--- config.mk ---
export PLATFORM = sky130hd
export DESIGN_NAME = seqgen_stream
export DESIGN_NICKNAME = d
export VERILOG_FILES = /design/src/rtl/seqgen_pkg.sv /design/src/rtl/seqgen_lane.sv /design/src/rtl/seqgen_stream.sv
export SDC_FILE = /design/constraint.sdc
export NUM_CORES = 1
export LEC_CHECK = 0
export BUFFER_PORTS_ARGS = -buffer_cell sky130_fd_sc_hd__buf_2
export CORE_MARGIN = 4
export CORE_UTILIZATION = 50
export CTS_CLUSTER_DIAMETER = 150
export DETAILED_ROUTE_END_ITERATION = 16
export PLACE_DENSITY = 0.71
export REMOVE_ABC_BUFFERS = 1
export SETUP_SLACK_MARGIN = 0.3
export SLEW_MARGIN = 20
export SYNTH_ARGS = -nofsm -noshare
export SYNTH_HDL_FRONTEND = slang
export SYNTH_SLANG_ARGS = --single-unit
--- constraint.sdc ---
create_clock -name Clk -period 5 [get_ports Clk]
set_input_delay 1.5 -clock Clk [delete_from_list [all_inputs] [get_ports Clk]]
set_output_delay 1.5 -clock Clk [all_outputs]
set_load 0.03 [all_outputs]
--- src/rtl/seqgen_pkg.sv ---
// Shared constants and helpers for the arithmetic-sequence stream generator.
package seqgen_pkg;

    localparam logic [0:0] ST_IDLE = 1'b0;
    localparam logic [0:0] ST_RUN  = 1'b1;

    localparam logic DIR_UP   = 1'b0;
    localparam logic DIR_DOWN = 1'b1;

    // Offset of lane k from the beat base; callers truncate to the element width.
    function automatic logic [31:0] laneOffset(input int unsigned k, input logic [31:0] stride);
        return k * stride;
    endfunction

endpackage

--- src/rtl/seqgen_lane.sv ---
// One output lane: base +/- K*stride, forced to zero when the lane is masked off.
module seqgen_lane
    import seqgen_pkg::*;
#(
    parameter int          WWIDTH = 8,
    parameter int          SWIDTH = 4,
    parameter int unsigned K      = 0
) (
    input  logic [WWIDTH-1:0] Base,
    input  logic [SWIDTH-1:0] Stride,
    input  logic              Down,
    input  logic              Mask,
    output logic [WWIDTH-1:0] Data
);

    logic [WWIDTH-1:0] offset;

    assign offset = WWIDTH'(laneOffset(K, 32'(Stride)));

    always_comb begin
        Data = '0;
        if (Mask) begin
            Data = (Down == DIR_DOWN) ? Base - offset : Base + offset;
        end
    end

endmodule

--- src/rtl/seqgen_stream.sv ---
// Streams Start, Start+/-Stride, ... as LANES elements per beat; the beat is
// computed from next-state values so that every output leaves a register.
module seqgen_stream
    import seqgen_pkg::*;
#(
    parameter int WWIDTH = 8,
    parameter int SWIDTH = 4,
    parameter int CWIDTH = 8,
    parameter int LANES  = 1
) (
    input  logic                    Clk,
    input  logic                    Rst,
    input  logic                    LoadValid,
    output logic                    LoadReady,
    input  logic [WWIDTH-1:0]       LoadStart,
    input  logic [SWIDTH-1:0]       LoadStride,
    input  logic [CWIDTH-1:0]       LoadCount,
    input  logic                    LoadDown,
    input  logic                    Abort,
    output logic                    OutValid,
    input  logic                    OutReady,
    output logic [LANES*WWIDTH-1:0] OutData,
    output logic [LANES-1:0]        OutMask,
    output logic                    OutLast,
    output logic                    Busy
);

    logic [0:0]              stateReg, stateNext;
    logic [WWIDTH-1:0]       baseReg, baseNext;
    logic [SWIDTH-1:0]       strideReg, strideNext;
    logic                    downReg, downNext;
    logic [CWIDTH-1:0]       remainingReg, remainingNext;
    logic                    validNext;
    logic                    lastNext;
    logic [LANES-1:0]        maskNext;
    logic [LANES*WWIDTH-1:0] dataNext;
    logic [WWIDTH-1:0]       beatStep;
    logic                    loadFire;
    logic                    xfer;

    assign LoadReady = (stateReg == ST_IDLE) && !Rst;
    assign Busy      = (stateReg == ST_RUN);
    assign loadFire  = LoadValid && LoadReady;
    assign xfer      = OutValid && OutReady;
    assign beatStep  = WWIDTH'(laneOffset(LANES, 32'(strideReg)));

    always_comb begin
        stateNext     = stateReg;
        baseNext      = baseReg;
        strideNext    = strideReg;
        downNext      = downReg;
        remainingNext = remainingReg;
        if (stateReg == ST_IDLE) begin
            if (loadFire) begin
                baseNext      = LoadStart;
                strideNext    = LoadStride;
                downNext      = LoadDown;
                remainingNext = LoadCount;
                if (LoadCount != '0) begin
                    stateNext = ST_RUN;
                end
            end
        end else if (Abort || (xfer && OutLast)) begin
            // A beat transferred alongside Abort is already delivered; only the rest is dropped.
            stateNext     = ST_IDLE;
            remainingNext = '0;
        end else if (xfer) begin
            baseNext      = (downReg == DIR_DOWN) ? baseReg - beatStep : baseReg + beatStep;
            remainingNext = remainingReg - CWIDTH'(LANES);
        end
    end

    assign validNext = (stateNext == ST_RUN);
    assign lastNext  = validNext && (32'(remainingNext) <= 32'(LANES));

    for (genvar gi = 0; gi < LANES; gi++) begin : gLane
        assign maskNext[gi] = validNext && (32'(remainingNext) > 32'(gi));

        seqgen_lane #(
            .WWIDTH (WWIDTH),
            .SWIDTH (SWIDTH),
            .K      (gi)
        ) uLane (
            .Base   (baseNext),
            .Stride (strideNext),
            .Down   (downNext),
            .Mask   (maskNext[gi]),
            .Data   (dataNext[gi*WWIDTH +: WWIDTH])
        );
    end

    always_ff @(posedge Clk or posedge Rst) begin
        if (Rst) begin
            stateReg     <= ST_IDLE;
            baseReg      <= '0;
            strideReg    <= '0;
            downReg      <= DIR_UP;
            remainingReg <= '0;
            OutValid     <= 1'b0;
            OutData      <= '0;
            OutMask      <= '0;
            OutLast      <= 1'b0;
        end else begin
            stateReg     <= stateNext;
            baseReg      <= baseNext;
            strideReg    <= strideNext;
            downReg      <= downNext;
            remainingReg <= remainingNext;
            OutValid     <= validNext;
            OutData      <= dataNext;
            OutMask      <= maskNext;
            OutLast      <= lastNext;
        end
    end

endmodule
Word level (Yosys, flattened, before mapping) --
Cells that the tools add are included.
Storage, ports and cells: register bits after elaboration 32, logic and storage cells 38
Operators by class: bitwise gates (word level) 1, multiplexer cells 14, reductions and logical operators 10, $add $sub $neg 3, order comparisons 2
Operator list (number):
- two-way mux 8 bit | 10
- adder 8 x 4 -> 8 bit | 1
- > comparator 8 x 1 -> 1 bit (second input constant) | 1
- <= comparator 8 x 1 -> 1 bit (second input constant) | 1
- nonzero test 8 bit | 1
- subtractor 8 x 1 -> 8 bit (second input constant) | 1
- subtractor 8 x 4 -> 8 bit | 1
- logical AND 1 bit | 6
- two-way mux 1 bit | 4
- AND reduction 2 bit | 1
- logical NOT 1 bit | 1
- logical OR 1 bit | 1
- NOT 1 bit | 1

Depth between registers and ports, before layout --
Gate-level depths: netlist (run 1).
depth in word-level cells 8, depth in mapped cells 12

Modules after synthesis --
From an unflattened synthesis (run 1), not the netlist that was laid out.
Second synthesis, totals: cells, all modules 198, area, all modules 1941.9 um^2
By module, submodules not included:
- seqgen_stream | cells each 190, area an instance 1891.8 um^2, times used 1, seq. area each 800.8 um^2
- seqgen_lane | cells each 8, area an instance 50.0 um^2, times used 1, seq. area each 0.0 um^2

Worst setup path after synthesis (run 1) --
No wires, ideal clock.
path kind input to output, start point in Rst, end point out LoadReady, stages 1, required time 3500 ps, setup slack 1550 ps, arrival time 1950 ps, cells stage by stage nor2_1
On the way: word-level cells in the longest chain between the ends 2
RTL lines:
- start: declaration | RTL line seqgen_stream.sv:12 | input logic Rst,
- logical NOT 1 bit (no source line)
- logical AND 1 bit | RTL line seqgen_stream.sv:41 | assign LoadReady = (stateReg == ST_IDLE) && !Rst;
- end: declaration | RTL line seqgen_stream.sv:14 | output logic LoadReady,
Every way passes these cells.

Worst setup path in the final report (run 1) --
Same ends and word-level chain as after synthesis.

==> results of run 1 <==
## stage by stage
step                std cells  util [%]  area (µm²)  setup slack (ps)
floorplan                 199         -        1892              1216
global placement          287     58.48        2157              1286
detailed placement        287     58.48        2157              1195
CTS                       295     61.91        2283              1491
global route              295     61.91        2283              1295
finish                    295     61.91        2283              1533
## path summary, 6_finish.rpt
path | endpoint | slack (ps) | cells past startpoint | from
setup / recovery | LoadReady | 1530 | 3 | Rst
hold / removal | baseReg[6] | 550 | 2 | baseReg[6]
setup reg to reg | OutData[7] | 2030 | 7 | Busy
hold reg to reg | baseReg[6] | 550 | 2 | baseReg[6]
max in group asynchronous | OutData[4] | 3400 | 3 | Rst
min in group asynchronous | strideReg[1] | 1310 | 3 | Rst
## layout make-up
type                       count  share of cell area [%]
clock buffer                   7                   4.219
clock inverter                 1                   1.315
inverter                      15                   2.466
multi-input combinational    152                   45.31
timing repair buffer          40                   8.986
sequential                    32                   35.07
tap                           48                   2.630
## power groups by stage
stage | Combinational [W] | Clock [W] | Sequential, W
2_1_floorplan | 0.000316 | 0 | 0.000382
3_3_place_gp | 0.000430 | 0 | 0.000364
3_5_place_dp | 0.000440 | 0 | 0.000365
4_1_cts | 0.000443 | 0.000276 | 0.000361
5_1_grt | 0.000503 | 0.000291 | 0.000370
6_report | 0.000439 | 0.000270 | 0.000361
## state kept, by name, summed over array words and instances, names as in the netlist
| signal | count |
|---|---|
| OutData | 8 |
| baseReg | 8 |
| remainingReg | 8 |
| strideReg | 4 |
| Busy | 1 |
| OutLast | 1 |
| OutMask | 1 |
| downReg | 1 |
## per-layer routing
layer	track usage (%)	vias to the layer above
li1	-	823
met1	28.57	765
met2	28.96	41
met3	4.892	6
met4	5.745	0
met5	0	-
## worst register-to-register path: cells and delay by family (launching register included)
family,cells,cell delay (ps)
AOI/OAI and AO/OA,3,740
and+or+nand+nor,4,1270
DFF,1,800
## layout by cell type (no fill, tap or decap), drive strengths merged, types with 3 or more instances in the layout
| master | count |
|---|---|
| a21oi | 9 |
| ha | 10 |
| a21o | 6 |
| nor4b | 3 |
| o22ai | 3 |
| nor3 | 5 |
| xor2 | 3 |
| nor3b | 3 |
| buf | 40 |
| o21ai | 14 |
| nor2b | 6 |
| dfrtp | 32 |
| nor2 | 20 |
| nand2 | 20 |
| clkbuf | 7 |
| mux2i | 6 |
| inv | 15 |
| nand3 | 4 |
| a222oi | 3 |
| xnor2 | 6 |
## kinds of logic after synthesis
group | after synthesis
compound gates | 51
xor+xnor | 9
fa+ha+maj | 11
buf+inv | 22
flops | 32
mux | 7
simple gates | 74
==> run_results.csv, run 1 <==
group,metric,value,unit
clock_network,clock_path_buffers,2,
final_layout,drive_above_1_share,21.05,%
synth,synth_mux_area_share,3.704,%
setup_path,critical_path_required,3500,ps
setup_path,startpoint_type,"input port",
clock_network,post_cts_buffers,0,
synth,yosys.area_share.simple,19.62,%
setup_path,crit_arrival,1970,ps
setup_path,cp.buffers_inverters,2,
synth,async_flop_share,100.0,%
grt,first_global_vias,1551,
synth,postSynthCellCount,206,
routing,drt-wirelength-per-cell,14.59,µm
routing,met3_length,265,µm
final_layout,num-nets-final,283,
synth,synth_cell_types,47,
grt,grt_max_degree,33,
placement,io_buffers,38,
power,netSwitchingPower,0.0003920,W
synth,synthAdderAreaFrac,7.537,%
synth,synth_seq_cells,32,
power,swShare,36.60,%
power,fin_total_pwr,0.001071,W
sta,min_period,3467,ps
clock_network,cts_resized,0,
synth,synth_area,1926,µm²
setup_path,critical_path_class,"input port to output port",
synth,synth_top_cell_by_area,"dfrtp_1",
power,seqPwrFrac,33.7,%
routing,via_per_inst,5.542,
sta,drv_slew,0,
synth,netlist_top_cells_area,"dfrtp_1 (42%), ha_1 (6.5%), nand2_1 (3.9%), nor2_1 (3.9%), o21ai_0 (3.6%)",
power,p_int,0.0006790,W
routing,wl,4.303,mm
sta,setup_viol,0,
clock_network,clk_pin_slew,70,ps
routing,drt_first_pass_iters,5,
grt,grt_pass1_wl,7.638,mm
min_path,hold_class,"register to register",
final_layout,areaGrowthSynthToFinish,18.58,%
setup_path,cpMaxStageDelayCell,"buf_2",
routing,drc_errors,0,
synth,synth_ff_type,"dfrtp_1",
floorplan,ios,39,
setup_path,cp_cell_sequence,"buf_2 -> nor2_1 -> buf_2",
grt,grt_usage,19.70,%
sta,maxSlewHeadroom,52.69,%
final_layout,multi_input_area,1035,µm²
power,clkPwrFrac,25.2,%
power,power.density,469.0,nW/µm²
routing,postRouteAntennaNets,0,
synth,synth_top_family_by_area,"simple AND/OR/NAND/NOR gates",
floorplan,initial_core_util,52.20,%
status,run_status,"complete, no violations",
sta,tightestPinTransition,709.7,ps
setup_path,crit_path_end_kind,"output port",
sta,layout_worst_path_cycle_share,69.34,%
placement,hpwl,3.286,mm
final_layout,num_antenna_cells,0,
synth,yosys.area_share.xor_xnor,4.094,%
final_layout,register_area,800.8,µm²
sta,fmax,288.4,MHz
clock_network,cts_buffers,5,
setup_path,cpMostUsedCell,"buf_2",
routing,vias,1635,
floorplan,die_area,4908,µm²
placement,gp_congestion,0.8784,
sta,hold_viol,0,
synth,synth_top_area_share,41.59,%
final_layout,fill_cells,344,
sta,whs,550.5,ps
synth,avgSynthCellArea,9.348,µm²
clock_network,cts_tree,"done",
routing,highest_layer,"met4",
synth,synth_compound_area_share,18.78,%
clock_network,htree_levels,2,
synth,synth_most_common_cell,"dfrtp_1",
sta,fin_setup_tns,0,ps
setup_path,cpLargestDelayFamily,"buffers and inverters",
power,irDropWorstVdd,0.2133,mV
synth,synthTopCellsByCount,"dfrtp_1 (32), nand2_1 (20), nor2_1 (20), inv_1 (15), o21ai_0 (14)",
routing,dr_wl_met2,1.909,mm
power,leakage,1.120,nW
clock_network,worstSkewPairLatency,280,ps
floorplan,dieWidth,70.06,µm
floorplan,coreArea,3689,µm²
power,p_comb_share,41.0,%
routing,drt_iter0_markers,169,
routing,wl_met1,2.065,mm
clock_network,cts_root_buf,"clkbuf_8",
setup_path,path_max_fanout,3,
grt,globalRouteOverflowTotal,0,
synth,synth_edf_count,0,
floorplan,die_h,70.06,µm
synth,ys_seq_area_share,41.59,%
floorplan,row_count,22,
sta,finClkSkew,2.019,ps
clock_network,cts_hold_buf,0,
job,drv_cap,0,
sta,rsz0062_at_grt,"false",
synth,yosys_warnings,0,
clock_network,clkSinkCount,32,
grt,antenna_found_initial,0,
setup_path,slowest_delay,230,ps
Power figures use the tool's default switching activity.
==> run 2, diff against run 1 <==
--- a/config.mk
+++ b/config.mk
@@ -5,12 +5,13 @@
 export SDC_FILE = /design/constraint.sdc
 export NUM_CORES = 1
 export LEC_CHECK = 0
+export ABC_AREA = 1
 export BUFFER_PORTS_ARGS = -buffer_cell sky130_fd_sc_hd__buf_2
 export CORE_MARGIN = 4
 export CORE_UTILIZATION = 50
 export CTS_CLUSTER_DIAMETER = 150
 export DETAILED_ROUTE_END_ITERATION = 16
-export PLACE_DENSITY = 0.71
+export PLACE_DENSITY = 0.73
 export REMOVE_ABC_BUFFERS = 1
 export SETUP_SLACK_MARGIN = 0.3
 export SLEW_MARGIN = 20
==> constraint.sdc (replaced) <==
create_clock -name Clk -period 2.86 [get_ports Clk]
set_input_delay 0.858 -clock Clk [delete_from_list [all_inputs] [get_ports Clk]]
set_output_delay 0.858 -clock Clk [all_outputs]
set_load 0.03 [all_outputs]
==> run_results.csv, run 2 <==
group,metric,value,unit
clock_network,worstSkewPairLatency,280,ps
synth,synth_ff_type,"dfrtp_1",
setup_path,crit_path_end_kind,"register",
routing,wl,5.066,mm
floorplan,die_area,5221,µm²
synth,synth_cell_types,30,
synth,synthTopCellsByCount,"nand2_1 (83), inv_1 (49), dfrtp_1 (32), nor2_1 (28), nand3_1 (25)",
sta,finClkSkew,3.889,ps
synth,ys_seq_area_share,38.79,%
sta,maxSlewHeadroom,66.81,%
routing,drc_errors,0,
grt,antenna_found_initial,0,
routing,vias,1963,
sta,min_period,2408,ps
final_layout,post-route-cell-area,2435,µm²
routing,drt_first_pass_iters,4,
setup_path,startpoint_type,"register",
synth,synth_edf_count,0,
routing,highest_layer,"met4",
routing,drt-wirelength-per-cell,13.06,µm
routing,met3_length,367,µm
floorplan,die_h,72.26,µm
clock_network,cts_root_buf,"clkbuf_8",
final_layout,layout.cells.most_common,"nand2_1",
synth,synth_seq_cells,32,
routing,postRouteAntennaNets,0,
final_layout,num-nets-final,375,
sta,drv_slew,0,
sta,rsz0062_at_grt,"true",
placement,placed_area,2307,µm²
setup_path,path_max_fanout,3,
floorplan,initial_core_util,51.61,%
setup_path,critical_path_required,3070,ps
status,run_status,"complete, no violations",
clock_network,cts_buffers,5,
routing,drt_iter0_markers,115,
routing,via_per_inst,5.059,
routing,dr_wl_met2,2.431,mm
placement,gp_congestion,0.8977,
clock_network,cts_hold_buf,0,
placement,hpwl,3.743,mm
synth,synth_area,2064,µm²
synth,avgSynthCellArea,6.998,µm²
clock_network,cts_resized,0,
job,drv_cap,0,
power,leakage,1.387,nW
min_path,hold_class,"register to register",
final_layout,areaGrowthSynthToFinish,17.94,%
sta,layout_worst_path_cycle_share,84.20,%
floorplan,dieWidth,72.26,µm
sta,fmax,415.3,MHz
floorplan,coreArea,4000,µm²
setup_path,crit_arrival,2610,ps
synth,synth_most_common_cell,"nand2_1",
clock_network,htree_levels,2,
grt,grt_max_degree,33,
final_layout,top_regs,"OutData: 8 flops, baseReg: 8 flops, remainingReg: 8 flops",
clock_network,cts_tree,"done",
synth,synth_top_cell_by_area,"dfrtp_1",
final_layout,drive_above_1_share,20.71,%
synth,yosys_warnings,0,
floorplan,ios,39,
sta,setup_viol,0,
floorplan,row_count,23,
clock_network,clk_pin_slew,60,ps
sta,hold_viol,0,
final_layout,fill_cells,368,
setup_path,critical_path_class,"register to register",
final_layout,num_antenna_cells,0,
synth,async_flop_share,100.0,%
sta,tightestPinTransition,497.8,ps
grt,globalRouteOverflowTotal,0,
grt,grt_usage,21.39,%
grt,grt_pass1_wl,8.638,mm
power,power.density,771.7,nW/µm²
routing,wl_met1,2.209,mm
power,irDropWorstVdd,0.3486,mV
sta,fin_setup_tns,0,ps
clock_network,post_cts_buffers,0,
grt,first_global_vias,1995,
synth,postSynthCellCount,295,
placement,io_buffers,38,
final_layout,final_cell_mix,"nand2_1 (83), inv_1 (49), buf_2 (38)",
clock_network,clock_path_buffers,2,
synth,synth_top_area_share,38.79,%
clock_network,clkSinkCount,32,
synth,netlist_top_cells_area,"dfrtp_1 (39%), nand2_1 (15%), inv_1 (8.9%), ha_1 (6.1%), nand3_1 (6.1%)",
run 2: routing by layer:
layer	global-route usage (%)	up-vias
li1	-	1025
met1	27.10	874
met2	35.39	59
met3	5.402	5
met4	7.516	0
met5	0	-
run 2: power breakdown:
| group | total, W | switching (W) | internal [W] |
|---|---|---|---|
| clock network | 0.000373 | 0.000159 | 0.000214 |
| logic | 0.000875 | 0.000557 | 0.000318 |
| registers | 0.000631 | 0.0000792 | 0.000552 |
| total | 0.00188 | 0.000795 | 0.00108 |
run 2: through the flow:
step | setup WS, ps | cells | power [W] | hold WS (ps) | utilization (%)
floorplan | 266.8 | 290 | 0.001265 | 472.4 | -
global placement | 418.4 | 381 | 0.001452 | 498.3 | 57.68
detailed placement | 320.6 | 381 | 0.001469 | 498.2 | 57.68
CTS | 308.0 | 388 | 0.001849 | 515.0 | 60.09
global route | 275.1 | 388 | 0.002066 | 573.4 | 60.87
finish | 452.0 | 388 | 0.001879 | 512.5 | 60.87
run 2: cells by family (layout without fill, tap and decap cells):
kind of cell	Yosys count	in the layout	share of synthesized area [%]
AND/OR/NAND/NOR	154	154	31.70
buffers and inverters	58	101	11.21
AO/OA/AOI/OAI	40	40	11.27
flip-flops	32	32	38.79
adder cells (fa/ha/maj)	11	11	7.030
run 2: worst max-delay path, cell delays in order, from the launching register on:
cell and delay, ps:
dfrtp_1 410, inv_1 90, ha_1 150, inv_1 50, or2_2 300, a22oi_2 170
ha_2 220, nor2_1 40, o21ai_0 90, nand2_1 140, or2_2 290, nand3_1 70
nand2_1 50, and3_1 160, nor2_1 120
run 2: final timing paths:
check                             start         endpoint  slack (ps)  cells after the start
hold / removal               baseReg[0]       baseReg[0]         510                      2
max in group asynchronous           Rst  remainingReg[4]        1840                      3
setup reg to reg           strideReg[0]       OutData[3]         450                     14
min in group asynchronous           Rst       OutData[1]         710                      3
setup / recovery           strideReg[0]       OutData[3]         450                     14
hold reg to reg              baseReg[0]       baseReg[0]         510                      2
run 2: cell type report:
class,instances,area (µm²),share of cell area [%]
Sequential cell,32,800.8,32.89
Clock buffer,7,96.34,3.957
Multi-Input combinational cell,205,1064,43.68
Inverter,53,198.9,8.171
Tap cell,50,62.56,2.569
Timing Repair Buffer,41,212.7,8.736
==> run 3, diff against run 2 <==
--- a/config.mk
+++ b/config.mk
@@ -11,7 +11,7 @@
 export CORE_UTILIZATION = 50
 export CTS_CLUSTER_DIAMETER = 150
 export DETAILED_ROUTE_END_ITERATION = 16
-export PLACE_DENSITY = 0.73
+export PLACE_DENSITY = 0.7
 export REMOVE_ABC_BUFFERS = 1
 export SETUP_SLACK_MARGIN = 0.3
 export SLEW_MARGIN = 20
==> constraint.sdc (replaced) <==
create_clock -name Clk -period 2.45 [get_ports Clk]
set_input_delay 0.735 -clock Clk [delete_from_list [all_inputs] [get_ports Clk]]
set_output_delay 0.735 -clock Clk [all_outputs]
set_load 0.03 [all_outputs]
==> run_results.csv, run 3 (synthesis gave the netlist of run 2 again) <==
group,metric,value,unit
status,run_status,"complete, no violations",
floorplan,die_h,72.26,µm
power,power.density,971.3,nW/µm²
sta,setup_viol,0,
routing,drt-wirelength-per-cell,14.04,µm
setup_path,cp.buffers_inverters,3,
floorplan,coreArea,4000,µm²
final_layout,num-nets-final,389,
clock_network,cts_buffers,5,
placement,hpwl,3.838,mm
setup_path,critical_path_required,2630,ps
power,leakage,1.471,nW
clock_network,cts_hold_buf,0,
power,netSwitchingPower,0.001140,W
setup_path,critical_path_class,"register to register",
sta,tightestPinTransition,467.4,ps
final_layout,drive_above_1_share,32.86,%
setup_path,cpMaxStageDelayCell,"dfrtp_1",
sta,layout_worst_path_cycle_share,91.02,%
power,irDropWorstVdd,0.3680,mV
power,fin_total_pwr,0.002627,W
routing,vias,2075,
routing,drt_iter0_markers,132,
sta,min_period,2230,ps
grt,globalRouteOverflowTotal,0,
setup_path,slowest_delay,390,ps
sta,rsz0062_at_grt,"true",
floorplan,die_area,5221,µm²
clock_network,cts_tree,"done",
power,seqPwrFrac,28.4,%
floorplan,ios,39,
setup_path,crit_path_end_kind,"register",
final_layout,areaGrowthSynthToFinish,31.03,%
grt,grt_usage,23.23,%
routing,wl,5.657,mm
clock_network,clock_path_buffers,2,
floorplan,initial_core_util,51.61,%
power,clkPwrFrac,16.0,%
sta,drv_slew,0,
grt,antenna_found_initial,0,
final_layout,layout.cells.most_common,"nand2_1",
clock_network,htree_levels,2,
sta,finClkSkew,5.825,ps
power,p_int,0.001487,W
sta,hold_viol,0,
sta,maxSlewHeadroom,68.84,%
clock_network,clkSinkCount,32,
setup_path,cpLargestDelayFamily,"adder cells",
setup_path,cp_cell_sequence,"buf_4 -> nor3_2 -> ha_1 -> o21ai_2 -> ha_4 -> a21oi_2 -> nand2_1 -> buf_4 -> nor2_1 -> inv_1 -> a31oi_2 -> nor2_1",
job,drv_cap,0,
clock_network,clk_pin_slew,70,ps
floorplan,row_count,23,
final_layout,final_cell_mix,"nand2_1 (75), inv_1 (43), buf_2 (38)",
routing,via_per_inst,5.149,
setup_path,startpoint_type,"register",
clock_network,cts_root_buf,"clkbuf_8",
routing,drc_errors,0,
final_layout,final_util,67.63,%
grt,grt_pass1_wl,9.252,mm
grt,first_global_vias,2007,
placement,gp_congestion,0.8775,
power,swShare,43.40,%
setup_path,path_max_fanout,4,
final_layout,num_antenna_cells,0,
floorplan,dieWidth,72.26,µm
grt,grt_max_degree,33,
routing,drt_first_pass_iters,4,
clock_network,worstSkewPairLatency,290,ps
setup_path,crit_arrival,2410,ps
final_layout,top_regs,"OutData: 8 flops, baseReg: 8 flops, remainingReg: 8 flops",
power,p_comb_share,55.6,%
min_path,hold_class,"register to register",
placement,io_buffers,38,
sta,fmax,448.5,MHz
routing,postRouteAntennaNets,0,
-- run 3: cell count changes in the layout (fill, tap and decap cells not counted), moves of 3 or more --
cell | before | now
buf_4 | 3 | 17
ha_1 | 9 | 5
ha_4 | 0 | 5
inv_1 | 49 | 43
inv_2 | 4 | 9
nand2_1 | 83 | 75
nand2_2 | 3 | 10
nand3_1 | 25 | 22
nand3_2 | 0 | 3
-- run 3: final cells by class --
cell class | count | area, µm²
inverters | 53 | 201.4
fillers | 326 | 1295
well taps | 50 | 62.56
flip-flops and latches | 32 | 802.0
multi-input cells | 205 | 1229
clock buffers | 6 | 82.58
clock inverters | 2 | 10.01
repair buffers | 55 | 317.8
-- run 3: worst reg2reg max path: stages, from the launching register on --
cell     delay (ps)
dfrtp_1         390
buf_4           150
nor3_2          130
ha_1            270
o21ai_2         170
ha_4            240
a21oi_2         110
nand2_1          70
buf_4           140
nor2_1          110
inv_1            70
a31oi_2         220
nor2_1           70
-- run 3: what timing repair did --
action / in CTS / in global routing
endpoints found under the setup margin: 12 / 15
pin swaps: 9 / 8
buffers inserted: 8 / 2
gates resized for setup: 38 / 15
-- run 3: per-layer routing --
| metal | vias up | share of wire (%) | GRT usage, % |
|---|---|---|---|
| met5 | - | 0 | 0 |
| met1 | 948 | 44 | 30.13 |
| li1 | 1050 | - | - |
| met4 | 0 | 2.5 | 9.186 |
| met2 | 63 | 48 | 36.91 |
| met3 | 14 | 5.5 | 6.233 |
-- run 3: power groups by stage --
stage               clock network, W  logic (W)  registers, W
finish                      0.000422    0.00146      0.000746
global route                0.000458    0.00162      0.000763
CTS                         0.000433    0.00128      0.000738
detailed placement                 0    0.00101      0.000737
global placement                   0   0.000993      0.000735
floorplan                          0   0.000699      0.000777
-- run 3: final timing paths --
| check | from | endpoint | slack (ps) | cells after the start |
|---|---|---|---|---|
| setup / recovery | strideReg[0] | OutData[4] | 220 | 12 |
| hold / removal | baseReg[0] | baseReg[0] | 520 | 2 |
| setup reg to reg | strideReg[0] | OutData[4] | 220 | 12 |
| hold reg to reg | baseReg[0] | baseReg[0] | 520 | 2 |
| max in group asynchronous | Rst | Busy | 1550 | 3 |
| min in group asynchronous | Rst | strideReg[2] | 580 | 3 |
-- run 3: through the flow --
step	std cells	hold WS (ps)	TNS, ps	setup WS [ps]	area (µm²)
2_1_floorplan	290	472.4	-114.3	-20.20	2032
3_3_place_gp	385	498.0	-33.06	-27.35	2337
3_5_place_dp	385	503.1	-133.9	-62.62	2337
4_1_cts	401	520.6	0	258.3	2626
5_1_grt	403	553.2	0	23.61	2705
6_report	403	520.2	0	220.1	2705
